==> config.mk <==
export PLATFORM = sky130hd
export DESIGN_NAME = alu_mul_seq
export DESIGN_NICKNAME = d
export VERILOG_FILES = /design/src/rtl/alu_mul_seq.sv
export SDC_FILE = /design/constraint.sdc
export NUM_CORES = 1
export LEC_CHECK = 0
export CORE_MARGIN = 2
export CORE_UTILIZATION = 29
export CTS_CLUSTER_DIAMETER = 50
export DETAILED_ROUTE_END_ITERATION = 6
export SETUP_SLACK_MARGIN = 0.2
export SKIP_CTS_REPAIR_TIMING = 1
export SLEW_MARGIN = 25
export SYNTH_ARGS = -nofsm -noshare
export SYNTH_HDL_FRONTEND = slang
export SYNTH_SLANG_ARGS = --single-unit
==> constraint.sdc <==
create_clock -name Clk -period 2 [get_ports Clk]
set_input_delay 0.5 -clock Clk [delete_from_list [all_inputs] [get_ports Clk]]
set_output_delay 0.5 -clock Clk [all_outputs]
set_load 0.01 [all_outputs]
==> src/rtl/alu_mul_seq.sv <==
// Sequencer that borrows the shared shift-and-add ALU to form the low byte of an
// unsigned multiply. It takes three ALU cycles per multiplier bit: add, shift mcand, shift mplier.
module alu_mul_seq #(
  parameter int WIDTH = 8,
  parameter int ITERS = 8
) (
  input  logic             Clk,
  input  logic             Reset_n,
  input  logic             Start,
  input  logic [WIDTH-1:0] Mcand,
  input  logic [WIDTH-1:0] Mplier,
  output logic             Busy,
  output logic             Done,
  output logic [WIDTH-1:0] Product,
  output logic [WIDTH-1:0] AluA,
  output logic [WIDTH-1:0] AluB,
  output logic [2:0]       AluOp,
  input  logic [WIDTH-1:0] AluOut
);

  localparam int IterW = $clog2(ITERS + 1);
  localparam logic [IterW-1:0] lastIter = IterW'(ITERS - 1);

  localparam logic [2:0] opAdd  = 3'b000;
  localparam logic [2:0] opShl  = 3'b010;
  localparam logic [2:0] opShr  = 3'b011;
  localparam logic [2:0] opIdle = 3'b111;

  typedef enum logic [2:0] {
    IDLE,
    ADD,
    SHL,
    SHR,
    DONE
  } stateT;

  stateT state;
  stateT nextState;

  logic [WIDTH-1:0] acc;
  logic [WIDTH-1:0] mc;
  logic [WIDTH-1:0] mp;
  logic [IterW-1:0] iter;

  // State register
  always_ff @(posedge Clk or negedge Reset_n) begin
    if (!Reset_n) begin
      state <= IDLE;
    end else begin
      state <= nextState;
    end
  end

  // Next state and Moore ALU drive; idle and done release the ALU with op 111
  always_comb begin
    nextState = state;
    AluA      = '0;
    AluB      = '0;
    AluOp     = opIdle;
    Busy      = 1'b1;
    Done      = 1'b0;
    case (state)
      IDLE: begin
        Busy = 1'b0;
        if (Start) begin
          nextState = ADD;
        end
      end
      ADD: begin
        AluA      = acc;
        AluB      = mp[0] ? mc : '0;
        AluOp     = opAdd;
        nextState = SHL;
      end
      SHL: begin
        AluA      = mc;
        AluB      = WIDTH'(1);
        AluOp     = opShl;
        nextState = SHR;
      end
      SHR: begin
        AluA      = mp;
        AluB      = WIDTH'(1);
        AluOp     = opShr;
        nextState = (iter == lastIter) ? DONE : ADD;
      end
      DONE: begin
        Done      = 1'b1;
        nextState = IDLE;
      end
      default: begin
        nextState = IDLE;
      end
    endcase
  end

  // Operand/accumulator registers; Product loads on the SHR->DONE transition
  always_ff @(posedge Clk or negedge Reset_n) begin
    if (!Reset_n) begin
      acc     <= '0;
      mc      <= '0;
      mp      <= '0;
      iter    <= '0;
      Product <= '0;
    end else begin
      case (state)
        IDLE: begin
          if (Start) begin
            mc   <= Mcand;
            mp   <= Mplier;
            acc  <= '0;
            iter <= '0;
          end
        end
        ADD: acc <= AluOut;
        SHL: mc  <= AluOut;
        SHR: begin
          mp   <= AluOut;
          iter <= iter + IterW'(1);
          if (iter == lastIter) begin
            Product <= acc;
          end
        end
        default: begin
        end
      endcase
    end
  end

endmodule

==> metrics.txt <==
# TYPE chip_impl_metric gauge
chip_impl_info{name="outcome",value="finished, violations left"} 1
chip_impl_info{name="violations_in_the_final_reports",value="negative setup slack"} 1
chip_impl_metric{name="cts.reportedPaths.clkPinSlew",unit="ns"} 0.08
chip_impl_metric{name="maxClockFrequency",unit="GHz"} 0.4784
chip_impl_info{name="worstSetupEndpointType",value="primary output"} 1
chip_impl_metric{name="multiInputGateArea",unit="sq um"} 1064
chip_impl_metric{name="preCtsSetupSlack",unit="ns"} -0.1277
chip_impl_metric{name="report.power.total",unit="W"} 0.004889
chip_impl_info{name="path_cells",value="buf_6 > nor3b_4 > buf_6 > buf_6 > and3_4 > buf_6"} 1
chip_impl_info{name="cell_with_the_largest_stage_delay_on_the_worst_path",value="sky130_fd_sc_hd__dfrtp_1"} 1
chip_impl_metric{name="routed_via_count_divided_by_cell_count",unit=""} 4.617
chip_impl_metric{name="synthesis.area",unit="sq um"} 2034
chip_impl_metric{name="routed_wirelength",unit="microns"} 5604
chip_impl_metric{name="die_x",unit="microns"} 87.76
chip_impl_info{name="unrepaired_setup_endpoints_after_global_routing",value="yes"} 1
chip_impl_metric{name="p_leak",unit="nW"} 1.405
chip_impl_metric{name="routabilityCongestion",unit=""} 0.7729
chip_impl_info{name="worst_hold_path_type",value="primary input to async pin"} 1
chip_impl_metric{name="rows",unit=""} 30
chip_impl_metric{name="drt_pre_antenna_iters",unit=""} 4
chip_impl_metric{name="maxCapViolations",unit=""} 0
chip_impl_info{name="startpoint_type",value="flip-flop"} 1
chip_impl_info{name="criticalPathCategory",value="flip-flop to primary output"} 1
chip_impl_metric{name="synth_cell_type_count",unit=""} 34
chip_impl_metric{name="pwr_density_cell",unit="nW/um^2"} 1594
chip_impl_metric{name="number_of_slew_limit_violations_in_the_final_report",unit=""} 0
chip_impl_metric{name="start_util",unit="%"} 29.94
chip_impl_metric{name="synth.yosys.seq_area_share",unit="%"} 47.97
chip_impl_metric{name="worstPathRequired",unit="ns"} 1.50
chip_impl_metric{name="worstSkewPairLatency",unit="ns"} 0.29
chip_impl_metric{name="clock_tree.htree_level_count",unit=""} 2
chip_impl_metric{name="final.min_clock_period",unit="ns"} 2.090
chip_impl_metric{name="report.final.setup_viol",unit=""} 11
chip_impl_info{name="cts.root.buffer_cell",value="sky130_fd_sc_hd__clkbuf_8"} 1
chip_impl_metric{name="number_of_buffers_inserted_by_port_buffering",unit=""} 55
chip_impl_metric{name="vias",unit=""} 1662
chip_impl_info{name="final_common_cell",value="sky130_fd_sc_hd__dfrtp_1"} 1
chip_impl_metric{name="post-route-worst-setup-slack",unit="ns"} -0.09016
chip_impl_metric{name="die_y",unit="microns"} 87.76
chip_impl_metric{name="yosys_warnings",unit=""} 0
chip_impl_metric{name="postSynthCellCount",unit=""} 181
chip_impl_metric{name="antenna_violating_nets_post_route",unit=""} 0
chip_impl_metric{name="wire_length_of_the_first_global_routing_pass",unit="microns"} 8742
chip_impl_metric{name="cts.sink_count",unit=""} 39
chip_impl_metric{name="remaining_drc_errors",unit=""} 0
chip_impl_metric{name="cts_made_buffers",unit=""} 5
chip_impl_metric{name="slew-limit-headroom",unit="%"} 65.94
chip_impl_info{name="mostFrequentLayoutCells",value="37 x sky130_fd_sc_hd__dfrtp_1, 33 x sky130_fd_sc_hd__clkdlybuf4s50_1, 21 x sky130_fd_sc_hd__buf_4"} 1
chip_impl_metric{name="wire_per_inst",unit="microns"} 15.57
chip_impl_metric{name="dieArea",unit="sq um"} 7701
chip_impl_metric{name="finalCritPeriodShare",unit="%"} 104.5
chip_impl_metric{name="max_slew.worst_pin.slew",unit="ns"} 0.5109
chip_impl_metric{name="setup-tns-final",unit="ns"} -0.7157
chip_impl_metric{name="layout-area-overhead-vs-synth",unit="%"} 50.74
chip_impl_metric{name="diodes_inserted",unit=""} 0
chip_impl_metric{name="final_net_count",unit=""} 292
chip_impl_metric{name="fillerInstances",unit=""} 641
chip_impl_info{name="critPathMostFrequentCell",value="sky130_fd_sc_hd__buf_6"} 1
chip_impl_info{name="cts_tree",value="built"} 1
chip_impl_metric{name="hold_slack",unit="ns"} 0.2481
chip_impl_metric{name="ios",unit=""} 56
chip_impl_metric{name="gr-total-overflow",unit=""} 0
chip_impl_metric{name="post_route_skew",unit="ns"} 0.007359
chip_impl_metric{name="first_global_vias",unit=""} 1714
chip_impl_metric{name="gr-usage-all-layers",unit="%"} 14.97
chip_impl_metric{name="vdd_ir_drop_max",unit="mV"} 0.5642
chip_impl_metric{name="core",unit="sq um"} 6794
chip_impl_metric{name="critical-path-max-stage-delay",unit="ns"} 0.41
chip_impl_metric{name="crit_arrival",unit="ns"} 1.59
chip_impl_metric{name="dp.final_hpwl",unit="microns"} 4021
chip_impl_metric{name="grt_max_degree",unit=""} 40
chip_impl_metric{name="drt_iter0_drc",unit=""} 71
chip_impl_metric{name="clockBufferDepth",unit=""} 2
chip_impl_metric{name="grt_antenna_before_repair",unit=""} 0
chip_impl_metric{name="critPathMaxFanout",unit=""} 7
chip_impl_metric{name="drive_above_1_share",unit="%"} 40.53
chip_impl_metric{name="postSynthAreaPerCell",unit="sq um"} 11.24
chip_impl_metric{name="synth_fp_nets",unit=""} 209
chip_impl_metric{name="hold_viol",unit=""} 0
chip_impl_metric{name="ys_ff_latch",unit=""} 39
chip_impl_metric{name="register_area",unit="sq um"} 978.4
report_power, final:
part           internal, W  total (W)  switching [W]
clock             0.000271   0.000539       0.000268
combinational      0.00159    0.00289        0.00131
sequential         0.00116    0.00146       0.000302
cell type report:
class	count	share of cell area [%]
multi-input combinational	127	34.68
sequential	39	31.91
timing repair buffer	89	26.32
tap	96	3.917
clock buffer	6	2.693
inverter	2	0.3264
clock inverter	1	0.1632
cell usage after synthesis:
library cell | count | area [sq um]
sky130_fd_sc_hd__o21ai_0 | 7 | 35.03
sky130_fd_sc_hd__nor3b_2 | 2 | 25.02
sky130_fd_sc_hd__a22o_1 | 10 | 87.58
sky130_fd_sc_hd__nor4b_2 | 1 | 15.01
sky130_fd_sc_hd__nand3_1 | 2 | 10.01
sky130_fd_sc_hd__ha_1 | 1 | 12.51
sky130_fd_sc_hd__and3_1 | 7 | 43.79
sky130_fd_sc_hd__buf_12 | 1 | 20.02
sky130_fd_sc_hd__nand2b_1 | 1 | 6.260
sky130_fd_sc_hd__clkbuf_2 | 1 | 5.000
sky130_fd_sc_hd__mux2_2 | 18 | 202.7
sky130_fd_sc_hd__o21ai_1 | 8 | 40.04
sky130_fd_sc_hd__buf_2 | 4 | 20.02
sky130_fd_sc_hd__or3_1 | 1 | 6.260
sky130_fd_sc_hd__and3b_1 | 1 | 8.760
sky130_fd_sc_hd__o21ai_2 | 3 | 26.28
sky130_fd_sc_hd__dfrtp_1 | 39 | 975.9
sky130_fd_sc_hd__mux2i_1 | 17 | 170.2
sky130_fd_sc_hd__nor2_1 | 12 | 45.04
sky130_fd_sc_hd__nand2_1 | 18 | 67.56
sky130_fd_sc_hd__a2bb2oi_1 | 1 | 8.760
sky130_fd_sc_hd__clkbuf_1 | 2 | 7.510
sky130_fd_sc_hd__buf_4 | 5 | 37.54
sky130_fd_sc_hd__o21bai_1 | 1 | 7.510
sky130_fd_sc_hd__nor2b_1 | 1 | 6.260
sky130_fd_sc_hd__nor3b_1 | 1 | 7.510
sky130_fd_sc_hd__nand3b_4 | 1 | 20.02
sky130_fd_sc_hd__a21oi_1 | 1 | 5.000
sky130_fd_sc_hd__a22oi_1 | 8 | 60.06
sky130_fd_sc_hd__nand3b_1 | 1 | 7.510
sky130_fd_sc_hd__inv_1 | 2 | 7.510
sky130_fd_sc_hd__xnor2_1 | 1 | 8.760
sky130_fd_sc_hd__nor2_8 | 1 | 20.02
sky130_fd_sc_hd__a21o_1 | 1 | 7.510
path summary, 6_finish.rpt:
kind                                     endpoint  depth (start not counted)  slack [ns]                    from
min                           iter[2]$_DFFE_PN0P_                          2        0.25                 Reset_n
max reg2reg                   iter[0]$_DFFE_PN0P_                          8        0.21    state[1]$_DFFE_PN0P_
min in group Clk           Product[1]$_DFFE_PN0P_                          1        0.51  Product[1]$_DFFE_PN0P_
min reg2reg                Product[1]$_DFFE_PN0P_                          1        0.51  Product[1]$_DFFE_PN0P_
max                                       AluB[4]                          6       -0.09    state[1]$_DFFE_PN0P_
max in group asynchronous    state[2]$_DFFE_PN0P_                          2        1.36                 Reset_n
logic make-up after synthesis:
| family | count (synthesis) | share of synthesized area (%) |
|---|---|---|
| and+or+nand+nor | 50 | 14.21 |
| AOI/OAI and AO/OA | 40 | 13.65 |
| DFF | 39 | 47.97 |
| muxes | 35 | 18.33 |
| buffers and inverters | 15 | 4.797 |
| xor gates and xnor gates | 1 | 0.4306 |
| adders and majority gates | 1 | 0.6149 |
worst max-delay path: cells and delay by family, from the launching register on:
| kind | cells | cell delay [ns] |
|---|---|---|
| buffers and inverters | 4 | 0.50 |
| AND/OR/NAND/NOR | 2 | 0.39 |
| flip-flops | 1 | 0.41 |
routing by layer:
| metal | up-vias | wire (microns) | track usage [%] |
|---|---|---|---|
| met2 | 35 | 2579 | 23.35 |
| met3 | 5 | 223 | 3.582 |
| met4 | 0 | 36 | 3.776 |
| met5 | - | 0 | 0 |
| li1 | 817 | - | - |
| met1 | 805 | 2765 | 21.00 |
registers in the layout (all words and copies together), names as in the netlist:
name	cells
mc	8
Product	8
acc	8
state	3
iter	4
mp	8
through the flow:
step / std cells / util [%] / area, sq um
finish: 360 / 45.14 / 3067
global route: 360 / 45.14 / 3067
CTS: 350 / 42.67 / 2899
detailed placement: 343 / 41.38 / 2811
global placement: 343 / 41.38 / 2811
floorplan: 181 / - / 2034
Note: power is estimated with default switching activity, not from simulation.
